**src/rtl/lpd_pkg.sv**
```systemverilog
// Shared types, defaults and the golden compare function for logic_pipe_driver.
package lpd_pkg;

    typedef enum logic [1:0] {
        IDLE,
        RUN,
        DRAIN,
        DONE
    } lpd_state_t;

    localparam int LPD_LAT = 3;
    localparam int LPD_CW  = 16;

    // What the byte-wise compare pipeline should report for a given word.
    function automatic logic lpd_expect(input logic [31:0] word);
        logic [7:0] a, b, c, d, e, f;
        a = word[7:0];
        b = word[15:8];
        c = word[23:16];
        d = word[31:24];
        e = a | (b & c);
        f = (b & c) ^ (a | d);
        return (e == f);
    endfunction

endpackage

```
**src/rtl/lpd_tag_pipe.sv**
```systemverilog
// LAT-deep shift register of {valid, tag} that shadows words travelling through the compare pipeline.
module lpd_tag_pipe
    import lpd_pkg::*;
#(
    parameter int LAT = LPD_LAT,
    parameter int TW  = 32
) (
    input  logic          clk,
    input  logic          rst_n,
    input  logic          in_valid,
    input  logic [TW-1:0] in_tag,
    output logic          out_valid,
    output logic [TW-1:0] out_tag,
    output logic          empty
);

    logic [LAT-1:0] valid_q;
    logic [TW-1:0]  tag_q [LAT];

    always_ff @(posedge clk or negedge rst_n) begin
        if (!rst_n) begin
            valid_q <= '0;
        end else begin
            valid_q[0] <= in_valid;
            for (int i = 1; i < LAT; i++) begin
                valid_q[i] <= valid_q[i-1];
            end
        end
    end

    always_ff @(posedge clk) begin
        tag_q[0] <= in_tag;
        for (int i = 1; i < LAT; i++) begin
            tag_q[i] <= tag_q[i-1];
        end
    end

    assign out_valid = valid_q[LAT-1];
    assign out_tag   = tag_q[LAT-1];

    // "empty" means nothing is left once the exit stage is consumed at the next edge.
    generate
        if (LAT == 1) begin : g_single
            assign empty = 1'b1;
        end else begin : g_multi
            assign empty = ~|valid_q[LAT-2:0];
        end
    endgenerate

endmodule

```
**src/rtl/logic_pipe_driver.sv**
```systemverilog
// Drives a counter word sequence into the compare pipeline and collects match statistics.
// Optional golden self-check is enabled with the macro LPD_SELF_CHECK_EN.
module logic_pipe_driver
    import lpd_pkg::*;
#(
    parameter int LAT = LPD_LAT,
    parameter int CW  = LPD_CW
) (
    input  logic          clk,
    input  logic          rst_n,
    input  logic          start,
    input  logic [31:0]   seed,
    input  logic [31:0]   step,
    input  logic [CW-1:0] num_words,
    input  logic          match_i,
    output logic [31:0]   cnt_o,
    output logic          busy,
    output logic          done,
    output logic [CW-1:0] match_cnt,
    output logic [CW-1:0] err_cnt,
    output logic [31:0]   first_err_word
);

`ifdef LPD_SELF_CHECK_EN
    localparam int TW = 33;
`else
    localparam int TW = 32;
`endif

    lpd_state_t    state, next_state;
    logic [31:0]   step_q;
    logic [CW-1:0] remaining;
    logic          accept;
    logic          tag_valid;
    logic          pipe_empty;
    logic [TW-1:0] tag_in;
    logic [TW-1:0] tag_out;
    logic [31:0]   tag_word;

    assign accept   = (state == IDLE) && start;
    assign tag_word = tag_out[31:0];

`ifdef LPD_SELF_CHECK_EN
    assign tag_in = {lpd_expect(cnt_o), cnt_o};
`else
    assign tag_in = cnt_o;
`endif

    lpd_tag_pipe #(.LAT(LAT), .TW(TW)) u_tag_pipe (
        .clk       (clk),
        .rst_n     (rst_n),
        .in_valid  (state == RUN),
        .in_tag    (tag_in),
        .out_valid (tag_valid),
        .out_tag   (tag_out),
        .empty     (pipe_empty)
    );

    always_ff @(posedge clk or negedge rst_n) begin
        if (!rst_n) state <= IDLE;
        else        state <= next_state;
    end

    always_comb begin
        next_state = state;
        busy       = 1'b0;
        done       = 1'b0;
        case (state)
            IDLE:  if (start) next_state = (num_words == '0) ? DONE : RUN;
            RUN: begin
                busy = 1'b1;
                if (remaining == CW'(1)) next_state = DRAIN;
            end
            DRAIN: begin
                busy = 1'b1;
                if (pipe_empty) next_state = DONE;
            end
            DONE: begin
                done       = 1'b1;
                next_state = IDLE;
            end
            default: next_state = IDLE;
        endcase
    end

    // The final word is not followed by an increment so cnt_o rests on it after RUN.
    always_ff @(posedge clk or negedge rst_n) begin
        if (!rst_n) begin
            cnt_o     <= '0;
            step_q    <= '0;
            remaining <= '0;
            match_cnt <= '0;
        end else begin
            if (accept) begin
                step_q    <= step;
                remaining <= num_words;
                match_cnt <= '0;
                if (num_words != '0) cnt_o <= seed;
            end else begin
                if (state == RUN && remaining != CW'(1)) begin
                    cnt_o     <= cnt_o + step_q;
                    remaining <= remaining - CW'(1);
                end
                if (tag_valid && match_i && match_cnt != {CW{1'b1}}) begin
                    match_cnt <= match_cnt + CW'(1);
                end
            end
        end
    end

`ifdef LPD_SELF_CHECK_EN
    logic tag_exp;
    assign tag_exp = tag_out[32];

    always_ff @(posedge clk or negedge rst_n) begin
        if (!rst_n) begin
            err_cnt        <= '0;
            first_err_word <= '0;
        end else if (accept) begin
            err_cnt        <= '0;
            first_err_word <= '0;
        end else if (tag_valid && (match_i != tag_exp)) begin
            if (err_cnt != {CW{1'b1}}) err_cnt <= err_cnt + CW'(1);
            if (err_cnt == '0)         first_err_word <= tag_word;
        end
    end
`else
    wire unused_tag_word = ^tag_word;
    assign err_cnt        = '0;
    assign first_err_word = '0;
`endif

endmodule

```
**config.mk**
```make
export PLATFORM = sky130hd
export DESIGN_NAME = logic_pipe_driver
export DESIGN_NICKNAME = d
export VERILOG_FILES = /design/src/rtl/lpd_pkg.sv /design/src/rtl/lpd_tag_pipe.sv /design/src/rtl/logic_pipe_driver.sv
export SDC_FILE = /design/constraint.sdc
export NUM_CORES = 1
export LEC_CHECK = 0
export CAP_MARGIN = 20
export CORE_MARGIN = 3
export CORE_UTILIZATION = 53
export CTS_BUF_LIST = sky130_fd_sc_hd__clkbuf_4 sky130_fd_sc_hd__clkbuf_8 sky130_fd_sc_hd__clkbuf_16
export DETAILED_ROUTE_END_ITERATION = 6
export GPL_TIMING_DRIVEN = 0
export PLACE_DENSITY = 0.93
export SLEW_MARGIN = 20
export SYNTH_ARGS = -nofsm -noshare
export SYNTH_HDL_FRONTEND = slang
export SYNTH_SLANG_ARGS = --single-unit
```
**constraint.sdc**
```tcl
create_clock -name clk -period 6.45 [get_ports clk]
set_clock_uncertainty 0.05 [all_clocks]
set_input_delay 0.645 -clock clk [delete_from_list [all_inputs] [get_ports clk]]
set_output_delay 0.645 -clock clk [all_outputs]
set_load 0.03 [all_outputs]
```
# Word-level counts from Yosys, hierarchy flattened

Cells that the tools add are included.

Logic and storage cells: 46
Input bits: 84
Output and inout bits: 98
Register bits after elaboration: 101

Reduce and logical (&&, ||, !) cells: 13
Muxes and demuxes: 14
Add/subtract/negate cells: 3
Equal/unequal tests: 10

Operators with widths:

| cell                                                                      | number |
|---|---|
| 32-bit 2-to-1 mux                                                         | 3 |
| 16-bit 2-to-1 mux                                                         | 4 |
| 32-bit adder                                                              | 1 |
| 16-bit by 1-bit adder with 16-bit output (second input constant)          | 1 |
| 16-bit by 1-bit equality test with 1-bit output (second input constant)   | 1 |
| 16-bit zero test                                                          | 1 |
| 16-bit by 1-bit inequality test with 1-bit output (second input constant) | 1 |
| 16-bit inequality test (second input constant)                            | 1 |
| 16-bit nonzero test                                                       | 1 |
| 16-bit by 1-bit subtractor with 16-bit output (second input constant)     | 1 |
| 2-bit 2-to-1 mux                                                          | 4 |
| 2-bit one-hot mux with 4 select lines                                     | 1 |
| 2-bit inequality test (second input constant)                             | 3 |
| 2-bit equality test (second input constant)                               | 2 |
| 1-bit logical AND                                                         | 4 |
| 2-bit nonzero test                                                        | 2 |
| 2-bit OR reduction                                                        | 2 |
| 3-bit AND reduction                                                       | 1 |
| 2-bit by 1-bit equality test with 1-bit output (second input constant)    | 1 |
| 2-bit zero test                                                           | 1 |
| 1-bit 2-to-1 mux                                                          | 2 |
| 2-bit by 1-bit inequality test with 1-bit output (second input constant)  | 1 |
| 2-bit AND reduction                                                       | 1 |

# Depth between registers and ports, before layout

Gate-level depths: netlist of run 1.

Depth after elaboration: 4
Gate-level depth with buffers: 10

# Cells and area by module

A second synthesis of run 1 with hierarchy kept.

Cell total of the unflattened synthesis: 901
Area, all modules: 8685.8 sq um

By module, submodules not included:

| module            | sequential area each (sq um) | instances | area an instance (sq um) | cells an instance |
|---|---|---|---|---|
| logic_pipe_driver | 2452.4                       | 1         | 6444.9                   | 769 |
| lpd_tag_pipe      | 1996.9                       | 1         | 2240.9                   | 132 |

# Worst setup path before layout of run 1

OpenSTA, ideal clock, no wires.

Path type: reg-to-reg
Start: register cnt_o[0]
End: register cnt_o[26]
Path slack: 3.790 ns
Cell stages (with the launch flop): 10
Period minus slack after synthesis: 2.660 ns
Buffers on the path: 0
Arrival time: 2.474 ns
Setup time: 0.136 ns
Data required time: 6.264 ns
Path through: dfrtp_1 -> ha_1 -> fa_1 -> a21oi_1 -> o22ai_1 -> o31ai_1 -> a31oi_1 -> a31oi_1 -> xor2_1 -> o211ai_1

Cells in the longest elaborated chain, start to end: 3

RTL lines:

| what                   | RTL line                 | source |
|---|---|---|
| start, declared        | logic_pipe_driver.sv:16  | `output logic [31:0] cnt_o,` |
| start signal, assigned | logic_pipe_driver.sv:101 | `cnt_o <= cnt_o + step_q;` |
| 32-bit adder           | logic_pipe_driver.sv:101 |  |
| 32-bit 2-to-1 mux      | logic_pipe_driver.sv:100 | `if (state == RUN && remaining != CW'(1)) begin` |
| 32-bit 2-to-1 mux      | logic_pipe_driver.sv:94  | `if (accept) begin` |

No other way between the ends. The select of a mux whose other input is x is not followed.
A chain may end at the register's enable or synchronous reset.

# Final worst setup path of run 1

Same ends and word-level chain as after synthesis.

==> insert_results.sql, run 1 <==
INSERT INTO impl_metrics (metric_group, metric, value, unit) VALUES
('final_layout', 'layout-drive-gt1-share', '8.68', '%'),
('timing', 'top_achievable_clock_speed', '0.324', 'GHz'),
('placed_design', 'dp.final_hpwl', '13.5', 'mm'),
('routing', 'wirelength', '17.8', 'mm'),
('power_and_ir_drop', 'vdd_ir_drop_max', '0.326', 'mV'),
('timing', 'timing.final.setup_violations', '0', ''),
('grt', 'first_global_vias', '6073', ''),
('routing', 'vias', '6300', ''),
('logic_synthesis', 'synth_ff_type', 'dfrtp_1', ''),
('setup_path', 'critical_path.max_fanout', '3', ''),
('logic_synthesis', 'syn_area', '6620', 'um2'),
('routing', 'drt-initial-drc-count', '399', ''),
('timing', 'grt_setup_unrepaired', 'no', ''),
('power_and_ir_drop', 'leakage', '0.00402', 'uW'),
('setup_path', 'worst_ep_required_time', '6600', 'ps'),
('job', 'timing.max_cap.violations', '0', ''),
('timing', 'hold_viol_final', '0', ''),
('setup_path', 'critPathLaunchType', 'flop', ''),
('cts', 'tritoncts', 'done', ''),
('die', 'fp.dieW', '118', 'um'),
('final_layout', 'num-nets-final', '1110', ''),
('die', 'chip_height', '118', 'um'),
('power_and_ir_drop', 'netSwitchingFraction', '48.2', '%'),
('die', 'floorplan.core_area', '12100', 'um2'),
('die', 'initial_core_util', '54.7', '%'),
('setup_path', 'cp.arrival', '3240', 'ps'),
('cts', 'tritoncts.num_buffers', '9', ''),
('routing', 'route.met2.wl', '8.50', 'mm'),
('routing', 'met1Wirelength', '7.68', 'mm'),
('setup_path', 'critPathCaptureType', 'flop', ''),
('logic_synthesis', 'synthTopCellsByArea', 'dfrtp_1 38%, nand2_1 9.5%, ha_1 7.4%, buf_4 5.6%, xnor2_1 4.5%', ''),
('grt', 'gr-total-overflow', '0', ''),
('routing', 'met3_length', '1.21', 'mm'),
('grt', 'groute.usage.overall', '25.4', '%'),
('cts', 'cts_hold_buf', '0', ''),
('power_and_ir_drop', 'powerDensity', '552', 'nW/um2'),
('logic_synthesis', 'synthTopCellsByCount', '167 x nand2_1, 101 x dfrtp_1, 68 x nor2_1', ''),
('cts', 'clockRootBuffer', 'clkbuf_16', ''),
('power_and_ir_drop', 'power.clock.fraction', '12.7', '%'),
('cts', 'post_cts_resized', '0', ''),
('cts', 'cts_buffer_depth', '2', ''),
('power_and_ir_drop', 'fraction_of_power_consumed_by_sequential_logic', '23.8', '%'),
('routing', 'ant_nets', '0', ''),
('timing', 'report.final.slew_viol_count', '0', ''),
('cts', 'path_clk_slew', '70', 'ps'),
('logic_synthesis', 'synth_top_area_share', '38.2', '%'),
('final_layout', 'ff_latch_area', '2530', 'um2'),
('status', 'run_status', 'completed', ''),
('cts', 'deepest_level_of_the_cts_h_tree', '3', ''),
('logic_synthesis', 'yosysMostFrequentCell', 'nand2_1', ''),
('final_layout', 'multi_input_area', '3730', 'um2'),
('routing', 'route.detailed.vias_per_inst', '5.44', ''),
('final_layout', 'antenna-diode-count', '0', ''),
('cts', 'clk-insertion-delay-late', '350', 'ps'),
('grt', 'grt_antenna_before_repair', '0', ''),
('routing', 'total_iterations_of_the_first_detailed_routing_run', '5', ''),
('timing', 'finalSetupTns', '0', 'ps'),
('power_and_ir_drop', 'netsw', '2310', 'uW'),
('logic_synthesis', 'postSynth.asyncResetShare', '100', '%'),
('power_and_ir_drop', 'power.internal', '2480', 'uW'),
('logic_synthesis', 'synth-edff-count', '0', ''),
('placed_design', 'port_buffers', '133', ''),
('grt', 'largest_net_degree_at_the_start_of_global_routing', '52', ''),
('cts', 'tritoncts_num_sinks', '101', ''),
('timing', 'finalCriticalPeriod', '3080', 'ps'),
('logic_synthesis', 'synthCells', '794', ''),
('power_and_ir_drop', 'comb_power_share', '63.4', '%'),
('logic_synthesis', 'synth_top_cell_by_area', 'dfrtp_1', ''),
('routing', 'detail_route.wl_per_cell', '15.4', 'um'),
('logic_synthesis', 'ys_types', '62', ''),
('timing', 'worstMarginPinSlew', '723', 'ps');
[critical path, stage by stage, from the launching register on]
cell and delay (ps):
dfrtp_1 400, ha_1 250, fa_1 410, a21oi_1 270, o22ai_1 180, o31ai_1 440
a31oi_1 290, a31oi_1 380, xor2_1 170, o211ai_1 90
[metrics by stage]
step | hold WS, ps | worst slack (ps) | instances | area [um2] | utilization [%]
6_report | 190 | 3370 | 1159 | 8700 | 71.8
4_1_cts | 198 | 3440 | 1159 | 8700 | 71.8
5_1_grt | 216 | 3250 | 1159 | 8700 | 71.8
2_1_floorplan | 299 | 3790 | 841 | 6800 | -
3_5_place_dp | 314 | 3440 | 1143 | 8370 | 69.1
3_3_place_gp | 312 | 1030 | 1142 | 8340 | 68.9
[registers in the layout (all words and copies together) (netlist names)]
register / count
cnt_o: 32
u_tag_pipe.valid_q: 3
remaining: 16
state: 2
match_cnt: 16
step_q: 32
[logic make-up after synthesis]
logic type,after synthesis,share of synthesized area [%]
AO/OA/AOI/OAI,188,16.9
XOR/XNOR,52,6.88
adder cells (fa/ha/maj),40,7.67
buffers and inverters,91,8.22
flip-flops,101,38.2
multiplexers,3,0.454
other,1,0.0566
AND/OR/NAND/NOR,318,21.7
[final timing paths]
kind / from / to / slack, ps / cells after the start
worst max-delay path: cnt_o[0] / cnt_o[26] / 3370 / 9
worst min-delay path: rst_n / match_cnt[11] / 190 / 1
worst max register to register: cnt_o[0] / cnt_o[26] / 3370 / 9
worst min register to register: u_tag_pipe.valid_q[0] / u_tag_pipe.valid_q[1] / 330 / 0
max in group asynchronous: rst_n / cnt_o[18] / 5550 / 2
min in group clk: u_tag_pipe.valid_q[0] / u_tag_pipe.valid_q[1] / 330 / 0
[per-layer routing]
metal | track usage, % | up-vias
li1 | - | 3044
met1 | 33.1 | 2959
met2 | 42.9 | 258
met3 | 4.66 | 39
met4 | 8.13 | 0
met5 | 0 | -
[cells in the final DEF, fill, tap and decap left out, types with 3 or more instances in the layout]
master / Yosys / final
mux2i_1: 3 / 3
buf_4: 49 / 49
a21o_1: 10 / 10
o31ai_1: 5 / 5
conb_1: 1 / 48
xnor2_1: 34 / 34
o21bai_1: 3 / 3
o21a_1: 6 / 6
or3_1: 3 / 3
o22ai_1: 4 / 4
dfrtp_1: 101 / 101
clkbuf_1: 23 / 23
a21oi_1: 58 / 58
and3_1: 12 / 12
o21ai_0: 54 / 54
nand4_1: 11 / 11
or2_2: 3 / 3
nand3_1: 16 / 16
buf_6: 2 / 3
nor2_1: 68 / 68
clkdlybuf4s50_1: 0 / 132
nand2_1: 167 / 167
a211oi_1: 5 / 5
o211ai_1: 3 / 3
nor3_1: 9 / 9
clkbuf_16: 0 / 9
nor4_1: 7 / 7
xor2_1: 18 / 18
a31oi_1: 10 / 10
a22oi_1: 9 / 9
ha_1: 39 / 39
nor2b_1: 4 / 4
inv_1: 14 / 14
o21ai_1: 6 / 6
o41ai_1: 3 / 3
[power by group through the flow]
stage / Sequential (uW) / Clock [uW] / Combinational (uW)
global route: 1170 / 633 / 3370
detailed placement: 1150 / 0 / 2970
CTS: 1140 / 610 / 3000
floorplan: 1300 / 0 / 2000
global placement: 1130 / 0 / 2900
finish: 1140 / 609 / 3040
[layout make-up]
cell class	instances	area share [%]
multi-input combinational	649	42.8
inverter	14	0.604
buffer	77	5.65
clock buffer	9	2.59
timing repair buffer	134	15.6
tap	168	2.42
clock inverter	7	1.19
sequential	101	29.1
Note: power is estimated with default switching activity, not from simulation.
==> run 2, diff against run 1 <==
- CORE_UTILIZATION: 53 -> 49
- PLACE_DENSITY: 0.93 -> 0.87
- clock period: 6.45 -> 2.95 ns (I/O delays scaled with it)
==> run 2 against run 1 <==
Final area about the same. Register-to-register slack worse by 3200 ps. Combinational power up 120%. Count of clock-buffer cells in the layout unchanged.
==> insert_results.sql, run 2 (same netlist as run 1, synthesis figures left out) <==
INSERT INTO impl_metrics (metric_group, metric, value, unit) VALUES
('status', 'run_status', 'completed', ''),
('routing', 'vias', '6226', ''),
('cts', 'tritoncts_num_sinks', '101', ''),
('placed_design', 'dpl_worst_slack', '-63.9', 'ps'),
('timing', 'worstMarginPinSlew', '627', 'ps'),
('final_layout', 'num-nets-final', '1111', ''),
('cts', 'tritoncts.num_buffers', '9', ''),
('timing', 'setup_ws', '127', 'ps'),
('final_layout', 'antenna-diode-count', '0', ''),
('timing', 'top_achievable_clock_speed', '0.354', 'GHz'),
('cts', 'path_clk_slew', '80', 'ps'),
('routing', 'route.met2.wl', '8.72', 'mm'),
('routing', 'total_iterations_of_the_first_detailed_routing_run', '5', ''),
('power_and_ir_drop', 'leakage', '0.00401', 'uW'),
('die', 'fp.dieW', '122', 'um'),
('final_layout', 'final_cell_mix', '167 x nand2_1, 132 x clkdlybuf4s50_1, 101 x dfrtp_1', ''),
('die', 'num_rows', '41', ''),
('routing', 'met3_length', '1.13', 'mm'),
('timing', 'slew-limit-headroom', '58.2', '%'),
('routing', 'detail_route.wl_per_cell', '15.5', 'um'),
('placed_design', 'port_buffers', '133', ''),
('grt', 'largest_net_degree_at_the_start_of_global_routing', '53', ''),
('cts', 'tritoncts', 'done', ''),
('grt', 'gr-total-overflow', '0', ''),
('placed_design', 'dp.final_hpwl', '13.8', 'mm'),
('timing', 'hold_viol_final', '0', ''),
('grt', 'first_pass_grt_wire_length', '28.0', 'mm'),
('placed_design', 'last_weighted_congestion_value_of_the_routability_driven_placer', '0.903', ''),
('routing', 'ant_nets', '0', ''),
('cts', 'clk-insertion-delay-late', '360', 'ps'),
('die', 'chip_height', '122', 'um'),
('final_layout', 'most_common_cell_after_layout_fill_and_taps_aside', 'nand2_1', ''),
('final_layout', 'layout_top_registers', 'cnt_o (32), step_q (32)', ''),
('die', 'top_level_ports', '182', ''),
('job', 'timing.max_cap.violations', '0', ''),
('setup_path', 'worst_ep_required_time', '3110', 'ps'),
('setup_path', 'cp.arrival', '2980', 'ps'),
('setup_path', 'critPathCaptureType', 'flop', ''),
('die', 'fp.dieArea', '14900', 'um2'),
('power_and_ir_drop', 'powerDensity', '1190', 'nW/um2'),
('timing', 'grt_setup_unrepaired', 'no', ''),
('die', 'floorplan.core_area', '12900', 'um2'),
('routing', 'drc', '0', ''),
('setup_path', 'critical_path.max_fanout', '3', ''),
('setup_path', 'critPathLaunchType', 'flop', ''),
('routing', 'route.detailed.vias_per_inst', '5.35', ''),
('routing', 'drt-initial-drc-count', '398', ''),
('routing', 'wirelength', '18.0', 'mm'),
('min_path', 'timing.hold.worst.class', 'flop to flop', ''),
('final_layout', 'syn_to_final_growth', '31.4', '%'),
('cts', 'clockRootBuffer', 'clkbuf_16', ''),
('power_and_ir_drop', 'total_power', '10300', 'uW'),
('final_layout', 'layout-drive-gt1-share', '9.27', '%'),
('timing', 'finalCriticalPeriod', '2820', 'ps'),
('cts', 'cts_buffer_depth', '2', ''),
('grt', 'groute.usage.overall', '23.6', '%'),
('timing', 'report.final.slew_viol_count', '0', ''),
('routing', 'met1Wirelength', '7.68', 'mm'),
('die', 'initial_core_util', '51.2', '%'),
('cts', 'deepest_level_of_the_cts_h_tree', '3', ''),
('final_layout', 'multi_input_area', '3760', 'um2'),
('power_and_ir_drop', 'vdd_ir_drop_max', '0.821', 'mV'),
('grt', 'first_global_vias', '5828', ''),
('final_layout', 'fillerInstances', '1074', ''),
('final_layout', 'ff_latch_area', '2530', 'um2'),
('setup_path', 'critPathKind', 'flop to flop', ''),
('routing', 'maxUsedRoutingLayer', 'met4', ''),
('timing', 'min_period_over_period', '95.7', '%'),
('timing', 'timing.final.setup_violations', '0', ''),
('grt', 'grt_antenna_before_repair', '0', '');
run 2: area by class of cell:
type / count / share of cell area, %
plain buffers: 76 / 5.61
well taps: 172 / 2.47
repair buffers: 136 / 15.8
clock inverters: 7 / 0.676
clock buffers: 9 / 2.59
multi-input cells: 649 / 43.2
inverters: 14 / 0.604
flip-flops and latches: 101 / 29.0
run 2: what timing repair did:
item,in CTS,in global routing
setup endpoints to repair,3,5
hold endpoints to repair,49,0
setup buffers,0,1
hold buffers,1,0
resized for setup,1,4
pin swaps,0,1
run 2: worst paths after layout:
path                                             from               endpoint  slack [ps]  cells after the start
worst min-delay path            u_tag_pipe.valid_q[1]  u_tag_pipe.valid_q[2]         330                      0
worst min register to register  u_tag_pipe.valid_q[1]  u_tag_pipe.valid_q[2]         330                      0
min in group asynchronous                       rst_n          match_cnt[13]         410                      2
worst max register to register               cnt_o[0]              cnt_o[26]         130                     10
worst max-delay path                         cnt_o[0]              cnt_o[26]         130                     10
max in group asynchronous                       rst_n              step_q[4]        1840                      3
run 2: power by group:
group | switching (uW) | internal [uW]
registers | 498 | 2000
clock network | 569 | 586
logic | 3980 | 2710
run 2: critical path, cell delays in order (launching register included):
cell	delay [ps]
dfrtp_1	400
ha_1	260
fa_1	430
a21oi_1	250
o22ai_1	180
o31ai_2	230
buf_4	160
a31oi_2	150
a31oi_2	290
xor2_1	160
o211ai_1	100
run 2: per-stage QoR:
stage / std cells / cell area (um2) / TNS [ps] / utilization, % / hold WS [ps]
4_1_cts: 1164 / 8670 / 0 / 67.1 / 335
5_1_grt: 1164 / 8700 / 0 / 67.3 / 349
3_5_place_dp: 1147 / 8370 / -71.3 / 64.8 / 224
3_3_place_gp: 1146 / 8340 / -219030 / 64.5 / 311
6_report: 1164 / 8700 / 0 / 67.3 / 332
2_1_floorplan: 841 / 6800 / 0 / - / -50.6
run 2: metal layers:
metal  up-vias  track usage, %
met5         -               0
met4         0            8.05
met3        38            4.70
met2       222            39.2
met1      2930            31.0
li1       3036               -
==> run 3, diff against run 2 <==
- CTS_CLUSTER_DIAMETER: default -> 150
==> results of run 3 <==
No change in the layout: final DEF, timing and power equal those of run 2.
